==> src/rtl/load_sched_pkg.sv <==
// Shared types and constants for the load scheduler and its FIFO.
package load_sched_pkg;

  localparam int CNT_W_DEF = 4;

  typedef enum logic [1:0] {
    IDLE  = 2'd0,
    ARMED = 2'd1,
    GUARD = 2'd2
  } sched_state_t;

  // Pointers carry one extra wrap bit so full and empty are distinguishable.
  function automatic int ptr_w(input int depth);
    return $clog2(depth) + 1;
  endfunction

endpackage

==> src/rtl/load_scheduler_if.sv <==
// Producer-side request channel for the load scheduler.
// Handshake: a transfer happens on a rising clk edge where req_valid_i && req_ready_o;
// req_val_i must stay stable while req_valid_i is high until that transfer.
interface load_scheduler_if #(parameter int CNT_W = 4);
  logic             req_valid_i;
  logic [CNT_W-1:0] req_val_i;
  logic             req_ready_o;

  modport master (output req_valid_i, output req_val_i, input req_ready_o);
  modport slave  (input req_valid_i, input req_val_i, output req_ready_o);
endinterface

==> src/rtl/load_scheduler_sync_fifo.sv <==
// Registered FIFO with combinational head read and wrap-bit pointers.
module sync_fifo #(
  parameter int W     = 4,
  parameter int DEPTH = 4
) (
  input  logic                   clk,
  input  logic                   reset,
  input  logic                   push,
  input  logic                   pop,
  input  logic [W-1:0]           din,
  output logic [W-1:0]           dout,
  output logic                   full,
  output logic                   empty,
  output logic [$clog2(DEPTH):0] count
);
  localparam int AW = $clog2(DEPTH);

  logic [W-1:0] mem [DEPTH];
  logic [AW:0]  wr_ptr;
  logic [AW:0]  rd_ptr;
  logic         do_push;
  logic         do_pop;

  assign full    = (wr_ptr[AW] != rd_ptr[AW]) && (wr_ptr[AW-1:0] == rd_ptr[AW-1:0]);
  assign empty   = (wr_ptr == rd_ptr);
  assign count   = wr_ptr - rd_ptr;
  assign dout    = mem[rd_ptr[AW-1:0]];
  assign do_push = push && !full;
  assign do_pop  = pop && !empty;

  always_ff @(posedge clk) begin
    if (reset) begin
      wr_ptr <= '0;
      rd_ptr <= '0;
    end else begin
      if (do_push) wr_ptr <= wr_ptr + 1'b1;
      if (do_pop)  rd_ptr <= rd_ptr + 1'b1;
    end
  end

  // Storage is not reset; the pointers alone define which entries are valid.
  always_ff @(posedge clk) begin
    if (do_push && !reset) mem[wr_ptr[AW-1:0]] <= din;
  end

endmodule

==> src/rtl/load_scheduler.sv <==
// Queues counter load values and issues each as a one-cycle load pulse
// when the fed-back count reaches the terminal value.
module load_scheduler
  import load_sched_pkg::*;
#(
  parameter int CNT_W = CNT_W_DEF,
  parameter int DEPTH = 4
) (
  input  logic                      clk,
  input  logic                      reset,
  load_scheduler_if.slave           req,
  input  logic [CNT_W-1:0]          term_i,
  input  logic [CNT_W-1:0]          count_i,
  output logic                      load_o,
  output logic [CNT_W-1:0]          load_val_o,
  output logic [ptr_w(DEPTH)-1:0]   fifo_cnt_o,
  output logic                      overflow_o,
  output sched_state_t              state_o
);
  sched_state_t     state_q, state_d;
  logic             load_d;
  logic [CNT_W-1:0] val_d;
  logic             push, pop, full, empty;
  logic [CNT_W-1:0] head;

  assign req.req_ready_o = !full;
  assign push            = req.req_valid_i && !full;
  assign state_o         = state_q;

  sync_fifo #(.W(CNT_W), .DEPTH(DEPTH)) u_fifo (
    .clk   (clk),
    .reset (reset),
    .push  (push),
    .pop   (pop),
    .din   (req.req_val_i),
    .dout  (head),
    .full  (full),
    .empty (empty),
    .count (fifo_cnt_o)
  );

  always_comb begin
    state_d = state_q;
    load_d  = 1'b0;
    val_d   = load_val_o;
    pop     = 1'b0;
    case (state_q)
      IDLE: if (!empty) state_d = ARMED;
      ARMED: begin
        if ((count_i == term_i) && !empty) begin
          load_d  = 1'b1;
          val_d   = head;
          pop     = 1'b1;
          state_d = GUARD;
        end
      end
      // One dead cycle lets the counter absorb the load before re-arming.
      GUARD: state_d = (!empty || push) ? ARMED : IDLE;
      default: state_d = IDLE;
    endcase
  end

  always_ff @(posedge clk) begin
    if (reset) begin
      state_q    <= IDLE;
      load_o     <= 1'b0;
      load_val_o <= '0;
      overflow_o <= 1'b0;
    end else begin
      state_q    <= state_d;
      load_o     <= load_d;
      load_val_o <= val_d;
      overflow_o <= overflow_o | (req.req_valid_i && full);
    end
  end

endmodule

==> src/flat_wrapper.sv <==
// flat-port wrapper written by rule: the top's interface ports become plain ports
module load_scheduler_flat import load_sched_pkg::*;
#(
  parameter int CNT_W = CNT_W_DEF,
  parameter int DEPTH = 4
)
  (clk, reset, term_i, count_i, load_o, load_val_o, fifo_cnt_o, overflow_o, state_o, req_req_valid_i, req_req_val_i, req_req_ready_o);
  load_scheduler_if #(.CNT_W(CNT_W)) req_i ();
  input  logic clk;
  input  logic reset;
  input  logic [CNT_W-1:0] term_i;
  input  logic [CNT_W-1:0] count_i;
  output logic load_o;
  output logic [CNT_W-1:0] load_val_o;
  output logic [ptr_w(DEPTH)-1:0] fifo_cnt_o;
  output logic overflow_o;
  output sched_state_t state_o;
  input wire logic [$bits(req_i.req_valid_i)-1:0] req_req_valid_i;
  input wire logic [$bits(req_i.req_val_i)-1:0] req_req_val_i;
  output wire logic [$bits(req_i.req_ready_o)-1:0] req_req_ready_o;
  assign req_i.req_valid_i = req_req_valid_i;
  assign req_i.req_val_i = req_req_val_i;
  assign req_req_ready_o = req_i.req_ready_o;
  load_scheduler #(.CNT_W(CNT_W), .DEPTH(DEPTH)) u_core (.clk(clk), .reset(reset), .req(req_i), .term_i(term_i), .count_i(count_i), .load_o(load_o), .load_val_o(load_val_o), .fifo_cnt_o(fifo_cnt_o), .overflow_o(overflow_o), .state_o(state_o));
endmodule
==> config.mk <==
export PLATFORM = sky130hd
export DESIGN_NAME = load_scheduler_flat
export DESIGN_NICKNAME = d
export VERILOG_FILES = /design/src/rtl/load_sched_pkg.sv /design/src/rtl/load_scheduler_if.sv /design/src/rtl/load_scheduler_sync_fifo.sv /design/src/rtl/load_scheduler.sv /design/src/flat_wrapper.sv
export SDC_FILE = /design/constraint.sdc
export NUM_CORES = 1
export LEC_CHECK = 0
export CELL_PAD_IN_SITES_DETAIL_PLACEMENT = 1
export CELL_PAD_IN_SITES_GLOBAL_PLACEMENT = 1
export CORE_MARGIN = 4
export CORE_UTILIZATION = 35
export DETAILED_ROUTE_END_ITERATION = 12
export PLACE_DENSITY = 0.72
export RECOVER_POWER = 100
export SLEW_MARGIN = 20
export SYNTH_ARGS = -nofsm -noshare
export SYNTH_HDL_FRONTEND = slang
export SYNTH_SLANG_ARGS = --single-unit
==> constraint.sdc <==
create_clock -name clk -period 2.45 [get_ports clk]
set_clock_uncertainty 0.2 [all_clocks]
set_input_delay 0.735 -clock clk [delete_from_list [all_inputs] [get_ports clk]]
set_output_delay 0.735 -clock clk [all_outputs]
set_load 0.03 [all_outputs]
==> results.py, run 1 <==
metrics = {
    "drt": {
        "initialDrtViolationCount": 51,
        "wl_mm": 3.47,
        "viasPerCell": 5.04,
        "via_count": 1028,
        "drc": 0,
        "dr.pass1.iters": 4,
        "final_antenna_net_count": 0,
        "wire_per_inst_um": 17.0,
    },
    "cells_and_area": {
        "post-route-util": 0.518,
        "fillers": 397,
        "antenna_cells": 0,
        "drive_gt1_frac": 0.269,
        "num-nets-final": 178,
        "syn2layout_area_growth_pct": 42.1,
    },
    "die": {
        "rows": 22,
        "die_h_um": 70.0,
        "die_width_um": 70.0,
        "core_mm2": 0.00369,
        "dieArea_mm2": 0.00490,
        "num_io_pins": 27,
        "initial_core_util": 0.365,
    },
    "clock_tree": {
        "ctsRootBufferMaster": "clkbuf_8",
        "cts_buffers": 5,
        "cts_buffer_depth": 2,
        "clock_latency_ps": 280,
        "path_clk_slew_ps": 70,
        "hold_buffers": 0,
        "h-tree-depth": 2,
        "clkSinkCount": 30,
        "tritoncts": "yes",
    },
    "global_route": {
        "grt_pass1_wl_mm": 5.55,
        "grt_util_all_layers": 0.150,
        "grt_max_degree": 15,
        "grt_pass1_vias": 1114,
        "grt_remaining_overflow": 0,
        "antenna_found_initial": 0,
    },
    "sta": {
        "setup_slack_ps": 0.872,
        "slew_violations": 0,
        "slew_headroom": 0.552,
        "finalHoldViolations": 0,
        "fin_crit_ps": 2450,
        "rsz0062_at_grt": "true",
        "max_freq_mhz": 408,
        "finalSetupViolCount": 0,
        "hold-worst-slack_ps": 281,
        "tightestPinTransition_ps": 672,
        "fin_crit_sh": 1.00,
    },
    "critical_path": {
        "crit_path_start_kind": "flip-flop",
        "cp_max_fo": 2,
        "cp-end-kind": "primary output",
        "worstPathArrival_ps": 1510,
        "critPathRequiredTime_ps": 1510,
        "worstSetupPathType": "flip-flop to primary output",
    },
    "yosys": {
        "syn-instance-count": 110,
        "ys_warn_count": 0,
        "synth_nets": 133,
        "syn-cell-area_mm2": 0.00135,
        "synth_area_leaders": "edfxtp_1 (36%), dfxtp_1 (21%), mux4_2 (6.7%)",
        "ys_types": 27,
        "synthTopCellsByCount": "edfxtp_1 (16), dfxtp_1 (14), a21oi_1 (9)",
        "ys_ff_latch": 30,
        "synth-edff-count": 16,
        "async_reset_ff_frac": 0,
        "ys_dominant_reg_cell": "edfxtp_1",
        "synthMostInstantiatedCell": "edfxtp_1",
        "synth_area_leader_cell": "edfxtp_1",
        "yosys.area.top_type_share": 0.357,
        "ys_seq_area_frac": 0.566,
        "avgSynthCellArea_um2": 12.2,
    },
    "power_and_ir_drop": {
        "ir_worst_vdd_mv": 0.374,
        "power.switching_uw": 296,
        "internal_power_uw": 856,
        "fin_total_pwr_uw": 1150,
        "clkPwrFrac": 0.363,
        "leakagePower_uw": 0.000690,
        "pwr_density_cell_mw_per_mm2": 602,
        "combPwrFrac": 0.152,
        "p_sw_frac": 0.257,
        "p_seq_frac": 0.484,
    },
    "run_status": {
        "outcome": "finished, final reports clean",
    },
    "place": {
        "place_congestion": 0.766,
        "dp.final_hpwl_mm": 2.46,
        "pre_cts_ws_ps": -238,
        "portBuffers": 26,
    },
    "hold_path": {
        "hold_class": "flip-flop to flip-flop",
    },
    "job": {
        "cap_violations": 0,
    },
}
-- path summary, 6_finish.rpt --
kind	startpoint	endpoint	slack [ps]	cells past startpoint
worst max-delay path	u_core.u_fifo.wr_ptr[0]	fifo_cnt_o[1]	0.9	5
worst min-delay path	u_core.load_val_o[3]	u_core.load_val_o[3]	280	2
worst max register to register	u_core.u_fifo.wr_ptr[2]	u_core.u_fifo.mem[3][2]	420	4
worst min register to register	u_core.load_val_o[3]	u_core.load_val_o[3]	280	2
-- placed cells by master (no fill, tap or decap), types with 2 or more instances in the layout --
cell	count
nand2_1	3
xnor2_2	2
xor2_1	5
dfxtp_1	11
a311oi_1	2
nor2_1	6
clkbuf_1	2
inv_2	2
and2_0	2
inv_1	4
dfxtp_4	2
and2_1	2
mux4_2	4
o21ai_0	7
nand3_1	6
dlygate4sd3_1	6
ha_1	5
ha_4	2
buf_6	2
clkbuf_8	6
a21oi_1	9
edfxtp_1	16
nor3_1	3
clkdlybuf4s50_1	16
buf_4	15
-- per-stage QoR --
step           cell area [um^2]  TNS, ps  std cells
2_1_floorplan              1350        0        110
3_3_place_gp               1740     -999        193
3_5_place_dp               1740    -1340        193
4_1_cts                    1890    -5.33        203
5_1_grt                    1910    -71.4        204
6_report                   1910        0        204
-- critical path, stage by stage (launching register included) --
cell and delay (ps):
dfxtp_2 350, inv_4 50, ha_4 150, fa_2 520, inv_2 40, buf_6 130
-- power by group through the flow --
| stage | Clock (uW) | Sequential, uW | Combinational [uW] |
|---|---|---|---|
| 2_1_floorplan | 0 | 571 | 74.1 |
| 3_3_place_gp | 0 | 566 | 153 |
| 3_5_place_dp | 0 | 568 | 158 |
| 4_1_cts | 425 | 558 | 173 |
| 5_1_grt | 462 | 559 | 193 |
| 6_report | 419 | 558 | 175 |
-- final cells by class --
type                       count  area [um^2]  area share
sequential                    30          769       0.402
multi-input combinational     70          596       0.312
timing repair buffer          41          363       0.190
clock inverter                 2         12.5     0.00654
tap                           48         60.1      0.0314
clock buffer                   6         82.6      0.0432
inverter                       7         28.8      0.0151
-- kinds of logic after synthesis --
| group | count (synthesis) | share of synthesized area |
|---|---|---|
| fa+ha+maj | 8 | 0.0800 |
| mux | 5 | 0.0744 |
| xor+xnor | 8 | 0.0521 |
| buf+inv | 10 | 0.0279 |
| simple gates | 28 | 0.109 |
| flops | 30 | 0.566 |
| compound gates | 21 | 0.0912 |
-- registers in the layout (all words and copies together) (netlist names) --
| name | flops |
|---|---|
| u_core.u_fifo.mem | 16 |
| u_core.load_val_o | 4 |
| u_core.u_fifo.rd_ptr | 3 |
| u_core.u_fifo.wr_ptr | 3 |
| u_core.state_o | 2 |
| u_core.load_o | 1 |
| u_core.overflow_o | 1 |
-- repair_timing --
action                     in CTS  in global routing
buffers inserted                2                  1
setup endpoints to repair       3                  6
cloned                          0                  0
pin swaps                       1                  1
gates resized for setup        13                  5
-- per-layer routing --
layer | track usage | vias to the layer above | routed length [um]
li1 | - | 487 | -
met1 | 0.169 | 508 | 1460
met2 | 0.249 | 27 | 1750
met3 | 0.0576 | 6 | 169
met4 | 0.0702 | 0 | 86
met5 | 0 | - | 0
Power figures use the tool's default switching activity.
==> inputs of run 2 (changes only) <==
CAP_MARGIN = 10   (was unset)
==> results of run 2 <==
Same layout as run 1: the final DEF is identical, and so are final timing and power.
==> inputs of run 3 (changes only) <==
ABC_CLOCK_PERIOD_IN_PS = 2450   (was unset)
GPL_TIMING_DRIVEN = 0   (was unset)
==> run 3 against run 2 <==
Effect of this change:
- die area is the same
- cell area fell by 1.2%
- cell count shrank 2.5%
- register-to-register slack got worse by 110 ps
- combinational power fell by 5%
- sequential power is essentially flat
- sequential share of layout area increased by 0.55 points
- non-clock buffer count fell by 5
- critical path depth unchanged
- clock power down 8.4%
- global-route usage fell by 1.5 points
- critical endpoint unchanged
- largest power group unchanged
==> results.py, run 3 (synthesis gave the netlist of run 1 again) <==
metrics = {
    "global_route": {
        "grt_pass1_wl_mm": 4.91,
        "grt_remaining_overflow": 0,
        "grt_pass1_vias": 999,
        "use_met3": 0.0504,
        "antenna_found_initial": 0,
        "grt_max_degree": 11,
        "top_usage_layer": "met2",
        "grt_util_all_layers": 0.135,
        "grt.met2_usage": 0.216,
        "met1_usage": 0.148,
    },
    "drt": {
        "initialDrtViolationCount": 23,
        "drc": 0,
        "wire_per_inst_um": 15.1,
        "dr.pass1.iters": 4,
        "final_antenna_net_count": 0,
        "wl_mm": 3.01,
        "viasPerCell": 4.92,
        "via_count": 980,
    },
    "die": {
        "die_width_um": 70.0,
        "initial_core_util": 0.365,
        "dieArea_mm2": 0.00490,
        "num_io_pins": 27,
        "die_h_um": 70.0,
        "rows": 22,
        "core_mm2": 0.00369,
    },
    "place": {
        "place_congestion": 0.721,
        "portBuffers": 26,
        "dp_cells": 184,
        "dp.final_hpwl_mm": 2.16,
        "pre_cts_ws_ps": -428,
    },
    "clock_tree": {
        "clock_latency_ps": 290,
        "h-tree-depth": 2,
        "ctsRootBufferMaster": "clkbuf_8",
        "hold_buffers": 0,
        "clkSinkCount": 30,
        "path_clk_slew_ps": 60,
        "cts_buffer_depth": 2,
        "tritoncts": "yes",
        "cts_buffers": 5,
    },
    "sta": {
        "finalSetupViolCount": 0,
        "tightestPinTransition_ps": 570,
        "rsz0062_at_grt": "true",
        "fin_crit_sh": 0.996,
        "slew_violations": 0,
        "finalHoldViolations": 0,
        "setup_slack_ps": 10.4,
        "slew_headroom": 0.620,
        "max_freq_mhz": 410,
        "fin_crit_ps": 2440,
    },
    "power_and_ir_drop": {
        "p_seq_frac": 0.503,
        "power.switching_uw": 292,
        "p_sw_frac": 0.263,
        "clkPwrFrac": 0.347,
        "combPwrFrac": 0.150,
        "pwr_density_cell_mw_per_mm2": 587,
        "ir_worst_vdd_mv": 0.230,
        "leakagePower_uw": 0.000706,
        "internal_power_uw": 817,
    },
    "cells_and_area": {
        "syn2layout_area_growth_pct": 40.5,
        "antenna_cells": 0,
        "largest_register_ff_count": 16,
        "num-nets-final": 173,
        "drive_gt1_frac": 0.258,
        "fin_cells": 199,
        "final_cell_mix": "edfxtp_1 (16), dlygate4sd3_1 (11), dfxtp_1 (10)",
        "final_common_cell": "edfxtp_1",
    },
    "critical_path": {
        "cp-end-kind": "primary output",
        "cp_max_fo": 2,
        "critPathRequiredTime_ps": 1510,
        "crit_path_start_kind": "flip-flop",
        "worstPathArrival_ps": 1500,
        "worstSetupPathType": "flip-flop to primary output",
    },
    "job": {
        "cap_violations": 0,
    },
    "run_status": {
        "outcome": "finished, final reports clean",
    },
    "hold_path": {
        "hold_class": "flip-flop to flip-flop",
    },
}
## run 3: cell count changes in the layout (fill, tap and decap cells not counted), sizes merged
| cell | change |
|---|---|
| buf | -6 |
| clkbuf | -1 |
| clkdlybuf4s50 | -7 |
| clkinv | +1 |
| dlygate4sd2 | +1 |
| dlygate4sd3 | +5 |
| dlymetal6s2s | +2 |
## run 3: repair_timing
action | in CTS | in global routing
pin swaps | 2 | 4
resized for setup | 33 | 10
gates cloned | 0 | 0
buffers inserted | 2 | 6
setup endpoints to repair | 11 | 11
## run 3: layout make-up
cell class              count  area [um^2]
inverters                   7         28.8
multi-input cells          70          616
flip-flops and latches     30          771
clock buffers               5         68.8
clock inverters             3         16.3
repair buffers             34          322
plain buffers               2         7.51
well taps                  48         60.1
fillers                   400         1800
## run 3: worst max-delay path: stages, from the launching register on
cell and delay (ps):
dfxtp_2 350, inv_4 40, ha_4 140, fa_2 520, inv_2 40, buf_6 120
## run 3: path summary, 6_finish.rpt
check                                        startpoint                       to  slack [ps]  cells after the start
worst max-delay path            u_core.u_fifo.wr_ptr[0]            fifo_cnt_o[1]          10                      5
worst min-delay path               u_core.load_val_o[3]     u_core.load_val_o[3]         270                      2
worst max register to register  u_core.u_fifo.wr_ptr[2]  u_core.u_fifo.mem[2][2]         310                      4
worst min register to register     u_core.load_val_o[3]     u_core.load_val_o[3]         270                      2
## run 3: stage by stage
| step | area, um^2 | power [uW] | setup TNS, ps | util | hold WS, ps |
|---|---|---|---|---|---|
| global placement | 1670 | 704 | -5040 | 0.454 | 251 |
| CTS | 1800 | 1110 | -238 | 0.488 | 279 |
| finish | 1890 | 1110 | 0 | 0.512 | 271 |
| global route | 1890 | 1150 | -63.2 | 0.512 | 291 |
| detailed placement | 1670 | 712 | -6760 | 0.454 | 270 |
| floorplan | 1350 | 645 | 0 | - | 300 |
## run 3: routing by layer
metal,vias up,part of all wire
li1,479,-
met1,475,0.43
met2,20,0.49
met3,6,0.045
met4,0,0.032
met5,-,0
## run 3: power groups by stage
stage	Combinational [uW]	Clock, uW	Sequential [uW]
floorplan	74.1	0	571
global placement	139	0	565
detailed placement	145	0	567
CTS	156	396	556
global route	184	411	560
finish	167	384	557
